==> src/rtl/univ_shift_register_if.sv <==
// Operation/handshake bundle for the universal shift register.
// Signal names follow the block's published port list.
interface univ_shift_register_if #(
    parameter int WIDTH = 8,
    parameter int CNT_W = 4
);
    logic [2:0]       sel;
    logic [WIDTH-1:0] in;
    logic             leftshift_in;
    logic             rightshift_in;
    logic             start;
    logic [CNT_W-1:0] amount;
    logic [WIDTH-1:0] out;
    logic             busy;
    logic             done;

    modport master (
        output sel, in, leftshift_in, rightshift_in, start, amount,
        input  out, busy, done
    );

    modport slave (
        input  sel, in, leftshift_in, rightshift_in, start, amount,
        output out, busy, done
    );
endinterface

==> src/rtl/univ_shift_register.sv <==
// Universal shift register: single-step ops every edge in IDLE, or a latched
// op repeated 'amount' times via a small IDLE/RUN/DONE sequencer.
module univ_shift_register #(
    parameter int WIDTH = 8,
    parameter int CNT_W = 4
) (
    input  logic                 clk,
    input  logic                 async_reset_n,
    univ_shift_register_if.slave bus
);

    typedef enum logic [1:0] {
        IDLE = 2'd0,
        RUN  = 2'd1,
        DONE = 2'd2
    } state_t;

    state_t           r_state;
    logic [WIDTH-1:0] r_out;
    logic [WIDTH-1:0] r_din;
    logic [2:0]       r_op;
    logic [CNT_W-1:0] r_rem;
    logic             r_busy;
    logic             r_done;

    function automatic logic [WIDTH-1:0] f_step(
        input logic [2:0]       op,
        input logic [WIDTH-1:0] v,
        input logic [WIDTH-1:0] d,
        input logic             li,
        input logic             ri
    );
        case (op)
            3'b000:  return v;
            3'b001:  return {v[WIDTH-2:0], li};
            3'b010:  return {ri, v[WIDTH-1:1]};
            3'b011:  return d;
            3'b100:  return {v[WIDTH-2:0], v[WIDTH-1]};
            3'b101:  return {v[0], v[WIDTH-1:1]};
            3'b110:  return {v[WIDTH-1], v[WIDTH-1:1]};
            default: return '0;
        endcase
    endfunction

    // Load data is captured with the op so a repeated 011 in RUN stays stable
    // even though 'in' is ignored once the run has started.
    always_ff @(posedge clk or negedge async_reset_n) begin
        if (!async_reset_n) begin
            r_state <= IDLE;
            r_out   <= '0;
            r_din   <= '0;
            r_op    <= 3'b000;
            r_rem   <= '0;
            r_busy  <= 1'b0;
            r_done  <= 1'b0;
        end else begin
            case (r_state)
                IDLE: begin
                    if (bus.start) begin
                        r_op  <= bus.sel;
                        r_din <= bus.in;
                        r_rem <= bus.amount;
                        if (bus.amount == '0) begin
                            r_state <= DONE;
                            r_done  <= 1'b1;
                        end else begin
                            r_state <= RUN;
                            r_busy  <= 1'b1;
                        end
                    end else begin
                        r_out <= f_step(bus.sel, r_out, bus.in,
                                        bus.leftshift_in, bus.rightshift_in);
                    end
                end
                RUN: begin
                    r_out <= f_step(r_op, r_out, r_din,
                                    bus.leftshift_in, bus.rightshift_in);
                    r_rem <= r_rem - CNT_W'(1);
                    if (r_rem == CNT_W'(1)) begin
                        r_state <= DONE;
                        r_busy  <= 1'b0;
                        r_done  <= 1'b1;
                    end
                end
                DONE: begin
                    r_state <= IDLE;
                    r_done  <= 1'b0;
                end
                default: begin
                    r_state <= IDLE;
                    r_busy  <= 1'b0;
                    r_done  <= 1'b0;
                end
            endcase
        end
    end

    assign bus.out  = r_out;
    assign bus.busy = r_busy;
    assign bus.done = r_done;

endmodule

==> src/flat_wrapper.sv <==
// flat-port wrapper written by rule: the top's interface ports become plain ports
module univ_shift_register_flat 
#(
    parameter int WIDTH = 8,
    parameter int CNT_W = 4
)
  (clk, async_reset_n, bus_sel, bus_in, bus_leftshift_in, bus_rightshift_in, bus_start, bus_amount, bus_out, bus_busy, bus_done);
  univ_shift_register_if #(.WIDTH(WIDTH), .CNT_W(CNT_W)) bus_i ();
  input  logic clk;
  input  logic async_reset_n;
  input wire logic [$bits(bus_i.sel)-1:0] bus_sel;
  input wire logic [$bits(bus_i.in)-1:0] bus_in;
  input wire logic [$bits(bus_i.leftshift_in)-1:0] bus_leftshift_in;
  input wire logic [$bits(bus_i.rightshift_in)-1:0] bus_rightshift_in;
  input wire logic [$bits(bus_i.start)-1:0] bus_start;
  input wire logic [$bits(bus_i.amount)-1:0] bus_amount;
  output wire logic [$bits(bus_i.out)-1:0] bus_out;
  output wire logic [$bits(bus_i.busy)-1:0] bus_busy;
  output wire logic [$bits(bus_i.done)-1:0] bus_done;
  assign bus_i.sel = bus_sel;
  assign bus_i.in = bus_in;
  assign bus_i.leftshift_in = bus_leftshift_in;
  assign bus_i.rightshift_in = bus_rightshift_in;
  assign bus_i.start = bus_start;
  assign bus_i.amount = bus_amount;
  assign bus_out = bus_i.out;
  assign bus_busy = bus_i.busy;
  assign bus_done = bus_i.done;
  univ_shift_register #(.WIDTH(WIDTH), .CNT_W(CNT_W)) u_core (.clk(clk), .async_reset_n(async_reset_n), .bus(bus_i));
endmodule
==> config.mk <==
export PLATFORM = sky130hd
export DESIGN_NAME = univ_shift_register_flat
export DESIGN_NICKNAME = d
export VERILOG_FILES = /design/src/rtl/univ_shift_register_if.sv /design/src/rtl/univ_shift_register.sv /design/src/flat_wrapper.sv
export SDC_FILE = /design/constraint.sdc
export NUM_CORES = 1
export LEC_CHECK = 0
export BUFFER_PORTS_ARGS = -buffer_cell sky130_fd_sc_hd__buf_2
export CORE_ASPECT_RATIO = 1.75
export CORE_MARGIN = 10
export CORE_UTILIZATION = 25
export DETAILED_ROUTE_END_ITERATION = 8
export SYNTH_ARGS = -nofsm -noshare
export SYNTH_HDL_FRONTEND = slang
export SYNTH_SLANG_ARGS = --single-unit
==> constraint.sdc <==
create_clock -name clk -period 1.4 [get_ports clk]
set_input_delay 0.14 -clock clk [delete_from_list [all_inputs] [get_ports clk]]
set_output_delay 0.14 -clock clk [all_outputs]
set_load 0.01 [all_outputs]
======== Yosys cells after proc, flatten, opt, wreduce, memory -nomap -nowiden ========
Index checks and enable logic that the tools add are counted.
storage, ports and cells
  output and inout bits ................... 10
  input port bits ......................... 20
  word-level logic and storage cells ...... 64
  register bits ........................... 27
cells by class
  bitwise logic cells ..................... 1
  reductions and logical operators ........ 12
  equal/unequal tests ..................... 24
  multiplexer cells ....................... 18
  add/subtract/negate cells ............... 1
operator list
  cell                   number
  $pmux W8 S7            2
  $eq A3 B3 Y1 const B   6
  $pmux W8 S2            1
  $ne A2 B2 Y1 const B   7
  $eq A3 B2 Y1 const B   4
  $mux W8                1
  $pmux W4 S2            1
  $reduce_and A4 Y1      2
  $eq A3 B1 Y1 const B   2
  $logic_not A3 Y1       2
  $mux W1                6
  $mux W2                3
  $reduce_and A2 Y1      3
  $reduce_and A6 Y1      1
  $eq A4 B1 Y1 const B   1
  $logic_not A4 Y1       1
  $mux W4                1
  $ne A2 B1 Y1 const B   2
  $pmux W2 S2            1
  $sub A4 B1 Y4 const B  1
  $pmux W1 S3            1
  $reduce_and A3 Y1      1
  $eq A2 B1 Y1 const B   1
  $eq A2 B2 Y1 const B   1
  other kinds (4)        4

======== Depth between registers and ports, before layout ========
  depth in word-level cells ............... 4
  gate-level depth with buffers ........... 7
  gate-level depth less buffers ........... 6

======== Worst setup path before layout ========
Ideal clock, no wire load.
  path type ............................... register to register
  start point ............................. reg u_core.r_state[0]
  end point ............................... reg u_core.r_out[7], in the netlist u_core.bus.out[7]
  slack ................................... -56 ps
  clock period less this slack ............ 1,456 ps
  data required time ...................... 1,272 ps
  library setup time ...................... 128 ps
  buffers on the path ..................... 1
  data arrival time ....................... 1,329 ps
  cell stages (with the launch flop) ...... 7
  cell sequence ........................... dfrtp_1 nor2b_4 buf_6 nand3_2 o31a_1 o221ai_1 mux2_1
between the ends
  longest elaborated chain between the ends .. 3
  elaborated cells between the ends (all ways) .. 10
  classes of those cells .................. eq/ne (6); mux (1); reduce/logical (3)
RTL lines
  item                                                          line                       RTL
  start, declared                                               univ_shift_register.sv:18  state_t r_state;
  start signal, assigned                                        univ_shift_register.sv:49  r_state <= IDLE;
  start signal, assigned                                        univ_shift_register.sv:64  r_state <= DONE;
  start signal, assigned                                        univ_shift_register.sv:67  r_state <= RUN;
  $eq A2 B1 Y1 or $logic_not A2 Y1 (tied branches)              univ_shift_register.sv:57  case (r_state)
  $ne A2 B2 Y1 (no line) or $reduce_bool A2 Y1 (tied branches)  --
  $reduce_and A6 Y1 (no line)                                   --
  end signal, assigned                                          univ_shift_register.sv:71  r_out <= f_step(bus.sel, r_out, bus.in,
  end signal, assigned                                          univ_shift_register.sv:76  r_out <= f_step(r_op, r_out, r_din,
  end, declared                                                 univ_shift_register.sv:19  logic [WIDTH-1:0] r_out;
Several ways; a longest one is shown, not always the timed one.
A chain may end at the register's enable or synchronous reset.

======== Worst setup path in the final report ========
  start point ............................. reg u_core.r_op[1]
  end point ............................... reg u_core.r_out[7], in the netlist u_core.bus.out[7]
between the ends
  longest elaborated chain between the ends .. 3
  elaborated cells between the ends (all ways) .. 12
  classes of those cells .................. eq/ne (8); mux (2); reduce/logical (2)
RTL lines
  item                                              line                       RTL
  start, declared                                   univ_shift_register.sv:21  logic [2:0] r_op;
  start signal, assigned                            univ_shift_register.sv:60  r_op <= bus.sel;
  $eq A3 B3 Y1 (tied with other cells)              univ_shift_register.sv:33  case (op)
  $pmux W8 S7 or $ne A2 B2 Y1 (tied branches)       --
  $pmux W8 S2 or $reduce_and A6 Y1 (tied branches)  --
Several ways; a longest one is shown, not always the timed one.

==> summary.txt <==
Timing
  – Setup repair after global routing missed its margin: true
  – Slew headroom: 56.89%
  – Tmin final: 1.507 ns
  – Final setup margin: -0.1067 ns
  – Final Skew: 0.004807 ns
  – Final period util: 107.6%
  – Final setup viols: 21
  – Slew Viols, Final: 0
  – Worst-margin pin slew: 0.6467 ns
  – Hold Violations, Final: 0
  – Peak Freq: 0.6637 GHz

Detailed routing
  – Final WL: 6.431 mm
  – DRT met1 WL: 2.403 mm
  – Drt via density: 5.284
  – Via count: 1,992
  – Residual DRC count: 0
  – Max layer used: met4
  – Initial drt markers: 119
  – Wire length per cell: 17.06 um
  – ANT nets after route: 0
  – Drt pass-1 iters: 6
  – Met2 Routed Length: 3.537 mm
  – Met3 wire len: 268 um

CTS
  – CTS clk-pin slew, worst paths: 0.07 ns
  – Skew-Pair Late Insertion Delay: 0.26 ns
  – Sink Count: 27
  – Root Driver: clkbuf_16
  – H-tree Lvls: 1
  – Num CTS Buffers: 3
  – CTS max path bufs: 2
  – CTS tree: done

Synthesis
  – Largest cells by area after synthesis: dfrtp_1 (34%), mux2_2 (7.3%), a21oi_1 (6.3%)
  – Yosys reg bits: 27
  – Synth top area share: 33.79%
  – Ys flop type: dfrtp_1
  – Mapped Nets: 250
  – Post-Syn Area: 0.001999 mm2
  – Synth area leader: dfrtp_1
  – Post-synth cell types: 52
  – Sequential element share of the synthesized area: 33.79%
  – Ys Warns: 0
  – Post-synth EDFFs: 0
  – Post-synthesis area per instance: 8.769 um2
  – Async set or reset register ratio after synthesis: 100.0%
  – Synth Instances: 228

Status
  – Failing checks: setup timing
  – Status: finished with violations

GRT
  – Vias in the first global route: 2,022
  – Grt ovf: 0
  – Largest net degree at the start of global routing: 28
  – GRT Total Usage: 10.11%
  – First-pass GRT wire length: 9.922 mm
  – Initial antenna violation count: 0

Floorplan
  – Core region area: 0.007855 mm2
  – Cell row count: 43
  – DIE HEIGHT: 138.3 um
  – Initial core utilization: 25.45%
  – Chip width: 87.60 um
  – DIE AREA: 0.01212 mm2
  – # IOs: 30

Setup path
  – CP required: 1.54 ns
  – CP max-delay cell: dfrtp_2
  – CP Class: reg -> reg
  – CP endpoint kind: flop
  – CP Max Fanout: 5
  – CP delay by family, top: compound AO/OA/AOI/OAI gates
  – Worst-path cell chain: buf_4 -> o31a_1 -> o221ai_1 -> mux2_1
  – CP bufs+invs: 1
  – Worst setup SP type: flop
  – Max incr delay on CP: 0.45 ns
  – CP arrival: 1.65 ns

Power
  – P_leak: 1.210 nW
  – VDD IR-drop max: 828.2 uV
  – Pwr Total: 6.749 mW
  – Pwr per Cell Area: 2407 mW/mm2

Layout
  – Layout cell share with drive strength beyond 1: 45.99%
  – Post-layout instance area: 0.002804 mm2
  – Commonest non-fill, non-tap cells in the layout: buf_4 (31), buf_2 (29), dfrtp_1 (21), nand2_1 (18), a21oi_1 (18)
  – Final cell utilization of the core: 35.70%
  – Layout net count: 310
  – Diodes inserted: 0
  – Commonest non-fill, non-tap cell in the layout: buf_4
  – Area grow syn2layout: 40.24%
  – Final Non-Filler Cells: 377

Worst hold path
  – Hold Path Class: in -> reg

Placement
  – Placed cell area: 0.002400 mm2
  – Post-place setup slack: -0.1888 ns
  – Routability Congestion: 0.8674
  – Port bufs: 29
  – Post-DP HPWL: 4.750 mm
  – Inst Count DP: 363

Run
  – Max cap viols: 0
cell families (layout without fill, tap and decap cells):
logic type	Yosys count	count (layout)	share of synthesized area (%)
AOI/OAI and AO/OA	80	80	25.09
muxes	20	20	11.14
and+or+nand+nor	71	71	19.40
DFF	27	27	33.79
xor gates and xnor gates	3	3	1.314
adders and majority gates	2	2	1.251
buffers and inverters	25	84	8.010
sequential cells by signal, indices dropped and copies added, names as in the netlist:
register / count
u_core.r_din: 8
u_core.r_rem: 4
u_core.bus.busy: 1
u_core.bus.out: 8
u_core.bus.done: 1
u_core.r_state: 2
u_core.r_op: 3
routing by layer:
metal	up-vias	global-route usage [%]
li1	948	-
met1	976	10.34
met2	55	18.69
met3	13	2.235
met4	0	3.879
met5	-	0
tightest hold or removal path: cells and delay by family:
| kind | cells | cell delay [ns] |
|---|---|---|
| buf+inv | 1 | 0.09 |
| simple gates | 1 | 0.05 |
| compound gates | 1 | 0.05 |
cells in the mapped netlist (2+ instances only):
cell,number
a211oi_1,2
a21oi_1,25
a222oi_1,2
a31oi_1,16
buf_2,8
buf_4,5
buf_6,5
dfrtp_1,27
ha_1,2
inv_1,6
mux2_2,13
mux2i_1,5
nand2_1,22
nand2b_1,8
nand3_1,3
nor2_1,17
nor2b_1,3
nor3b_1,3
nor4_1,2
o21ai_0,18
o221ai_1,2
o31ai_1,2
o32a_1,2
xor2_1,2
repair_timing:
item,CTS,global route
setup endpoints to repair,24,26
buffers inserted,7,2
endpoints found under the hold margin,27,0
resized for setup,39,33
pin swaps,15,20
hold buffers,1,0
metrics by stage:
step / hold slack [ns] / setup TNS [ns]
2_1_floorplan: -0.1556 / -0.06172
3_3_place_gp: 0.2133 / -2.925
3_5_place_dp: 0.2135 / -3.030
4_1_cts: 0.1090 / -1.792
5_1_grt: 0.1093 / -3.030
6_report: 0.1077 / -1.371
final timing paths:
| path | from | to | slack, ns | depth (start not counted) |
|---|---|---|---|---|
| worst max register to register | u_core.r_op[1] | u_core.bus.out[7] | -0.11 | 4 |
| worst min register to register | u_core.bus.done | u_core.bus.done | 0.48 | 1 |
| worst min-delay path | bus_amount[2] | u_core.r_rem[2] | 0.11 | 3 |
| min in group asynchronous | async_reset_n | u_core.r_rem[1] | 0.44 | 2 |
| worst max-delay path | u_core.r_op[1] | u_core.bus.out[7] | -0.11 | 4 |
| max in group asynchronous | async_reset_n | u_core.r_state[0] | 0.50 | 2 |
area by class of cell:
cell class / count / area, um2
fill: 816 / 5051
multi-input combinational: 176 / 1364
sequential: 27 / 683.2
timing repair buffer: 74 / 543.0
tap: 90 / 112.6
clock buffer: 4 / 78.83
inverter: 6 / 22.52
power breakdown:
group / switching, mW / internal, mW
clock network: 0.263 / 0.390
registers: 0.499 / 1.20
logic: 2.11 / 2.29
No activity file was read; power rests on OpenSTA's default activity.
